<file path="config.mk">
export PLATFORM = sky130hd
export DESIGN_NAME = model2axis_if
export DESIGN_NICKNAME = d
export VERILOG_FILES = /design/src/rtl/model_if_pkg.sv /design/src/rtl/rsp_sync_fifo.sv /design/src/rtl/model2axis_if.sv
export SDC_FILE = /design/constraint.sdc
export NUM_CORES = 1
export LEC_CHECK = 0
export BUFFER_PORTS_ARGS = -buffer_cell sky130_fd_sc_hd__clkbuf_2
export CORE_UTILIZATION = 66
export DETAILED_ROUTE_END_ITERATION = 12
export PLACE_DENSITY = 0.84
export SLEW_MARGIN = 20
export SYNTH_ARGS = -nofsm -noshare
export SYNTH_HDL_FRONTEND = slang
export SYNTH_SLANG_ARGS = --single-unit
export TNS_END_PERCENT = 30
</file>
<file path="constraint.sdc">
create_clock -name core_clk -period 9.4 [get_ports core_clk]
set_clock_uncertainty 0.2 [all_clocks]
set_input_delay 0.47 -clock core_clk [delete_from_list [all_inputs] [get_ports core_clk]]
set_output_delay 0.47 -clock core_clk [all_outputs]
set_load 0.01 [all_outputs]
</file>
<file path="src/rtl/model_if_pkg.sv">
// model_if_pkg: opcodes and state type shared by the model-side interface blocks.
package model_if_pkg;

    localparam logic [7:0] OP_CMD_HDR = 8'h80;
    localparam logic [7:0] OP_CMD_WR  = 8'h02;
    localparam logic [7:0] OP_CMD_RD  = 8'h03;
    localparam logic [7:0] OP_RSP_HDR = 8'h81;
    localparam logic [7:0] OP_RSP     = 8'h04;

    typedef enum logic [1:0] {IDLE, HDR, DATA} rsp_state_t;

endpackage

</file>
<file path="src/rtl/rsp_sync_fifo.sv">
// rsp_sync_fifo: single-clock FIFO with show-ahead head word, full/empty flags and occupancy count.
module rsp_sync_fifo #(
    parameter int DEPTH = 16,
    parameter int WIDTH = 32
) (
    input  logic                       clk,
    input  logic                       rst_n,
    input  logic                       wr_en,
    input  logic [WIDTH-1:0]           wr_data,
    input  logic                       rd_en,
    output logic [WIDTH-1:0]           rd_data,
    output logic                       full,
    output logic                       empty,
    output logic [$clog2(DEPTH):0]     count
);
    localparam int AW = $clog2(DEPTH);

    logic [WIDTH-1:0] mem [DEPTH];
    logic [AW-1:0]    wr_ptr, rd_ptr;
    logic             do_wr, do_rd;

    assign full    = count == (AW+1)'(DEPTH);
    assign empty   = count == '0;
    assign do_wr   = wr_en && !full;
    assign do_rd   = rd_en && !empty;
    assign rd_data = mem[rd_ptr];

    always_ff @(posedge clk)
        if (do_wr) mem[wr_ptr] <= wr_data;

    // Pointers are exactly AW bits, so they wrap modulo DEPTH on their own.
    always_ff @(posedge clk or negedge rst_n)
        if (!rst_n) begin
            wr_ptr <= '0;
            rd_ptr <= '0;
            count  <= '0;
        end else begin
            if (do_wr) wr_ptr <= wr_ptr + 1'b1;
            if (do_rd) rd_ptr <= rd_ptr + 1'b1;
            count <= count + (AW+1)'(do_wr) - (AW+1)'(do_rd);
        end

endmodule

</file>
<file path="src/rtl/model2axis_if.sv">
// model2axis_if: buffers model response words and frames them as header+data AXI-stream packets.
// Optional idle-flush timer enabled by defining MODEL2AXIS_TIMEOUT_EN.
module model2axis_if
    import model_if_pkg::*;
#(
    parameter int FIFO_DEPTH = 16,
    parameter int MAX_BURST  = 8,
    parameter int TIMEOUT    = 64
) (
    input  logic        core_clk,
    input  logic        rst_n,
    input  logic [31:0] dut_data,
    input  logic        dut_valid,
    output logic        dut_ready,
    input  logic        rsp_flush,
    output logic [31:0] core2gtp_tdata,
    output logic        core2gtp_tvalid,
    input  logic        core2gtp_tready,
    output logic        core2gtp_tlast,
    output logic        ovf_err
);
    localparam int CW = $clog2(FIFO_DEPTH) + 1;

    if (FIFO_DEPTH < 4 || (FIFO_DEPTH & (FIFO_DEPTH - 1)) != 0) begin : g_bad_depth
        $error("FIFO_DEPTH must be a power of two >= 4");
    end
    if (MAX_BURST < 1 || MAX_BURST > FIFO_DEPTH) begin : g_bad_burst
        $error("MAX_BURST must be in 1..FIFO_DEPTH");
    end
    if (TIMEOUT < 1) begin : g_bad_timeout
        $error("TIMEOUT must be >= 1");
    end

    rsp_state_t    state;
    logic [CW-1:0] count, burst_len, beat, len_now;
    logic [31:0]   head;
    logic          full, empty, push, pop, flush_q, timeout_hit, start;

    assign dut_ready = !full;
    assign push      = dut_valid && !full;
    // Head is loaded into the output register on acceptance of the previous beat, so pop happens then.
    assign pop       = core2gtp_tready && (state == HDR || (state == DATA && !core2gtp_tlast));
    assign len_now   = count >= CW'(MAX_BURST) ? CW'(MAX_BURST) : count;
    assign start     = state == IDLE &&
                       (count >= CW'(MAX_BURST) || (flush_q && !empty) || timeout_hit);

    rsp_sync_fifo #(.DEPTH(FIFO_DEPTH), .WIDTH(32)) u_fifo (
        .clk     (core_clk),
        .rst_n   (rst_n),
        .wr_en   (dut_valid),
        .wr_data (dut_data),
        .rd_en   (pop),
        .rd_data (head),
        .full    (full),
        .empty   (empty),
        .count   (count)
    );

`ifdef MODEL2AXIS_TIMEOUT_EN
    localparam int TW = $clog2(TIMEOUT) + 1;
    logic [TW-1:0] timer;

    always_ff @(posedge core_clk or negedge rst_n)
        if (!rst_n) timer <= '0;
        else        timer <= (state != IDLE || push || start) ? '0 : (!empty ? timer + 1'b1 : timer);

    assign timeout_hit = !empty && timer == TW'(TIMEOUT - 1);
`else
    assign timeout_hit = 1'b0;
`endif

    always_ff @(posedge core_clk or negedge rst_n)
        if (!rst_n) begin
            state           <= IDLE;
            burst_len       <= '0;
            beat            <= '0;
            flush_q         <= 1'b0;
            ovf_err         <= 1'b0;
            core2gtp_tdata  <= '0;
            core2gtp_tvalid <= 1'b0;
            core2gtp_tlast  <= 1'b0;
        end else begin
            flush_q <= rsp_flush && state == IDLE;
            if (dut_valid && full) ovf_err <= 1'b1;
            case (state)
                IDLE: if (start) begin
                    state           <= HDR;
                    burst_len       <= len_now;
                    core2gtp_tdata  <= {OP_RSP_HDR, 8'h00, 16'(len_now)};
                    core2gtp_tvalid <= 1'b1;
                    core2gtp_tlast  <= 1'b0;
                end
                HDR: if (core2gtp_tready) begin
                    state          <= DATA;
                    beat           <= CW'(1);
                    core2gtp_tdata <= head;
                    core2gtp_tlast <= burst_len == CW'(1);
                end
                DATA: if (core2gtp_tready) begin
                    if (core2gtp_tlast) begin
                        state           <= IDLE;
                        core2gtp_tdata  <= '0;
                        core2gtp_tvalid <= 1'b0;
                        core2gtp_tlast  <= 1'b0;
                    end else begin
                        beat           <= beat + CW'(1);
                        core2gtp_tdata <= head;
                        core2gtp_tlast <= (beat + CW'(1)) == burst_len;
                    end
                end
                default: state <= IDLE;
            endcase
        end

endmodule
</file>
==> results_dict.tcl <==
set metrics [dict create \
    outcome "complete, no violations" \
    path_max_fanout 64 \
    grt_max_degree 108 \
    hold_path.class "in2reg" \
    die_area_sq_um 34800 \
    cp.arrival_ns 3.85 \
    crit_family "flip-flops" \
    power.switching_w 0.00244 \
    vias_per_cell 6.75 \
    cts_sinks 573 \
    clkTransAtPathRegs_ns 0.07 \
    antenna_found_initial 0 \
    wl_um 49100 \
    cp_num_buf_inv 1 \
    cts.root.buffer_cell "clkbuf_16" \
    worst-path-stages 6 \
    async_reset_ff_frac 0.106 \
    synth_edf_count 512 \
    grt_usage 0.291 \
    synthTopCellsByArea "edfxtp_1 (68%), mux4_2 (12%), dfrtp_1 (6.8%)" \
    slowest_stage "dfrtp_4" \
    synth_area_per_cell_sq_um 20.6 \
    grt_pass1_wl_um 74000 \
    critPathCaptureType "flip-flop" \
    crit_chain "buf_4 -> nand2_1 -> a211oi_1 -> a2111oi_0 -> a211o_1 -> mux2_2" \
    p_int_w 0.00536 \
    cp-start-kind "flip-flop" \
    holdPathEnd "u_fifo.mem[0][27]$_DFFE_PP_" \
    dieHeight_um 187 \
    timing.fmax_ghz 0.279 \
    drive_gt1_frac 0.274 \
    clock_latency_ns 0.59 \
    htree_levels 2 \
    maxSlewHeadroom 0.250 \
    rsz0062_at_grt "no" \
    ys_seq_elements 573 \
    dr.pass1.iters 5 \
    fin_crit_sh 0.381 \
    ant_nets 0 \
    r2r-end "core2gtp_tdata[2]$_DFFE_PN0P_" \
    whs_path_depth 1 \
    fp-row-count 67 \
    drv_slew 0 \
    yosysWarnings 0 \
    setup_viol 0 \
    coreArea_sq_um 33500 \
    power.share.clock 0.272 \
    areaGrowthSynthToFinish_pct 11.9 \
    drtIter0Drc 1170 \
    ys.flop_type "edfxtp_1" \
    ir_drop_mv 0.235 \
    place.detailed.hpwl_um 25300 \
    vias 11300 \
    synth_fp_nets 1147 \
    wl_per_cell_um 29.2 \
    initial_utilization 0.671 \
    hold_viol 0 \
    gp_congestion 0.816 \
    holdCritStartpoint "dut_data[27]" \
    portBuffers 72 \
    syn_inst 1091 \
    cts_tree "built" \
    crit_type "reg2reg" \
    antenna_cells 0 \
    dieWidth_um 187 \
    period_needed_ns 3.58 \
    grt_pass1_vias 11900 \
    netlist_area_sq_um 22500 \
    hold_ws_ns 0.0919 \
    grt_overflow_total 0 \
    crit_required_ns 9.67 \
    ys_seq_area_frac 0.751 \
    cts_buffers 53 \
    cts.path.max_buffers 3 \
    power_density_nw_per_um2 310 \
    crit_path_max_incr_delay_ns 1.08 \
    synth_cell_types 56 \
    timing.rr.start "u_fifo.rd_ptr[1]$_DFFE_PN0P_" \
    p_seq_frac 0.438 \
    fin_nets 1243 \
    tightest_slew_ns 1.13 \
    r2r_cells 6 \
    synth_area_leader_cell "edfxtp_1" \
    maxCapViolCount 0 \
    ff2ff_setup_slack_ns 5.82 \
    cellLeakagePower_nw 8.53 \
    swShare 0.313 \
    combPwrFrac 0.290 \
    drc 0 \
    ios 73 \
    fin_tns_setup_ns 0 \
    synth_top_cell_area_share 0.684 \
]
## per-layer routing
layer / part of all wire / up-vias / wire length (um) / GRT usage
li1: - / 4647 / - / -
met1: 0.38 / 5928 / 18800 / 0.402
met2: 0.50 / 644 / 24400 / 0.466
met3: 0.084 / 112 / 4100 / 0.0598
met4: 0.035 / 0 / 1710 / 0.116
met5: 0 / - / 0 / 0.00412
## synthesized netlist by cell type (8+ instances only)
master,count
clkbuf_1,19
nand2_1,32
edfxtp_1,512
mux2i_1,69
xnor2_1,8
inv_1,16
nor2_1,30
dfrtp_1,61
mux4_2,118
nor2b_1,14
o21ai_0,23
buf_2,20
ha_1,18
a2bb2oi_2,19
o21ai_1,19
## cell usage in the layout, fill, tap and decap left out, drive strengths merged, types with 11 or more instances in the layout
master | synthesis | final
clkinv | 0 | 11
nor2 | 30 | 30
mux2i | 69 | 69
o21ai | 43 | 43
nor2b | 14 | 14
inv | 16 | 17
edfxtp | 512 | 512
buf | 36 | 22
ha | 18 | 18
clkbuf | 19 | 150
nand2 | 32 | 32
mux4 | 118 | 118
a2bb2oi | 25 | 25
dfrtp | 61 | 61
## area by class of cell
| class | instances | area [sq um] |
|---|---|---|
| multi-input combinational | 447 | 5370 |
| clock buffer | 79 | 1500 |
| fill | 1746 | 8360 |
| sequential | 573 | 16900 |
| clock inverter | 20 | 213 |
| timing repair buffer | 96 | 563 |
| tap | 448 | 561 |
| inverter | 16 | 60.1 |
## flip-flops by register name (all words and copies together) (netlist names)
name             cells
u_fifo.mem         512
core2gtp_tdata      32
beat                 5
burst_len            5
u_fifo.count         5
u_fifo.rd_ptr        4
u_fifo.wr_ptr        4
state                2
core2gtp_tlast       1
core2gtp_tvalid      1
flush_q              1
ovf_err              1
## cell families after synthesis
family          count (synthesis)  share of synthesized area
compound gates                112                     0.0411
xor+xnor                       13                    0.00506
fa+ha+maj                      19                     0.0109
buf+inv                        71                     0.0157
flops                         573                      0.751
mux                           193                      0.152
simple gates                  110                     0.0238
## how the worst max path moves through the flow
stage	start	end	slack [ns]
2_1_floorplan	u_fifo.count[2]$_DFF_PN0_	u_fifo.mem[3][0]$_DFFE_PP_	5.18
3_3_place_gp	u_fifo.rd_ptr[1]$_DFFE_PN0P_	core2gtp_tdata[2]$_DFFE_PN0P_	6.02
3_5_place_dp	u_fifo.count[2]$_DFF_PN0_	u_fifo.mem[0][23]$_DFFE_PP_	5.90
4_1_cts	u_fifo.count[2]$_DFF_PN0_	u_fifo.mem[0][24]$_DFFE_PP_	5.81
5_1_grt	u_fifo.rd_ptr[1]$_DFFE_PN0P_	core2gtp_tdata[3]$_DFFE_PN0P_	5.70
6_report	u_fifo.rd_ptr[1]$_DFFE_PN0P_	core2gtp_tdata[2]$_DFFE_PN0P_	5.82
## power groups by stage
stage | sequential, W | clock (W) | combinational, W
6_report | 0.00342 | 0.00212 | 0.00226
5_1_grt | 0.00345 | 0.00224 | 0.00241
4_1_cts | 0.00341 | 0.00214 | 0.00227
3_5_place_dp | 0.00345 | 0 | 0.00220
3_3_place_gp | 0.00343 | 0 | 0.00213
2_1_floorplan | 0.00327 | 0 | 0.00178
## through the flow
step | cell area, sq um | std cells | util | power (W) | setup WS [ns]
global route | 25200 | 1679 | 0.751 | 0.00809 | 5.70
finish | 25200 | 1679 | 0.751 | 0.00780 | 5.82
global placement | 23400 | 1577 | 0.698 | 0.00555 | 6.02
floorplan | 22500 | 1091 | - | 0.00505 | 5.18
CTS | 25200 | 1679 | 0.750 | 0.00782 | 5.81
detailed placement | 23400 | 1577 | 0.698 | 0.00565 | 5.90
## what timing repair did
action | in CTS | in global routing
endpoints found under the setup margin | 0 | 0
endpoints found under the hold margin | 63 | 0
gates resized for setup | 0 | 0
hold buffers | 3 | 0
setup buffers | 0 | 0
No activity file was read; power rests on OpenSTA's default activity.
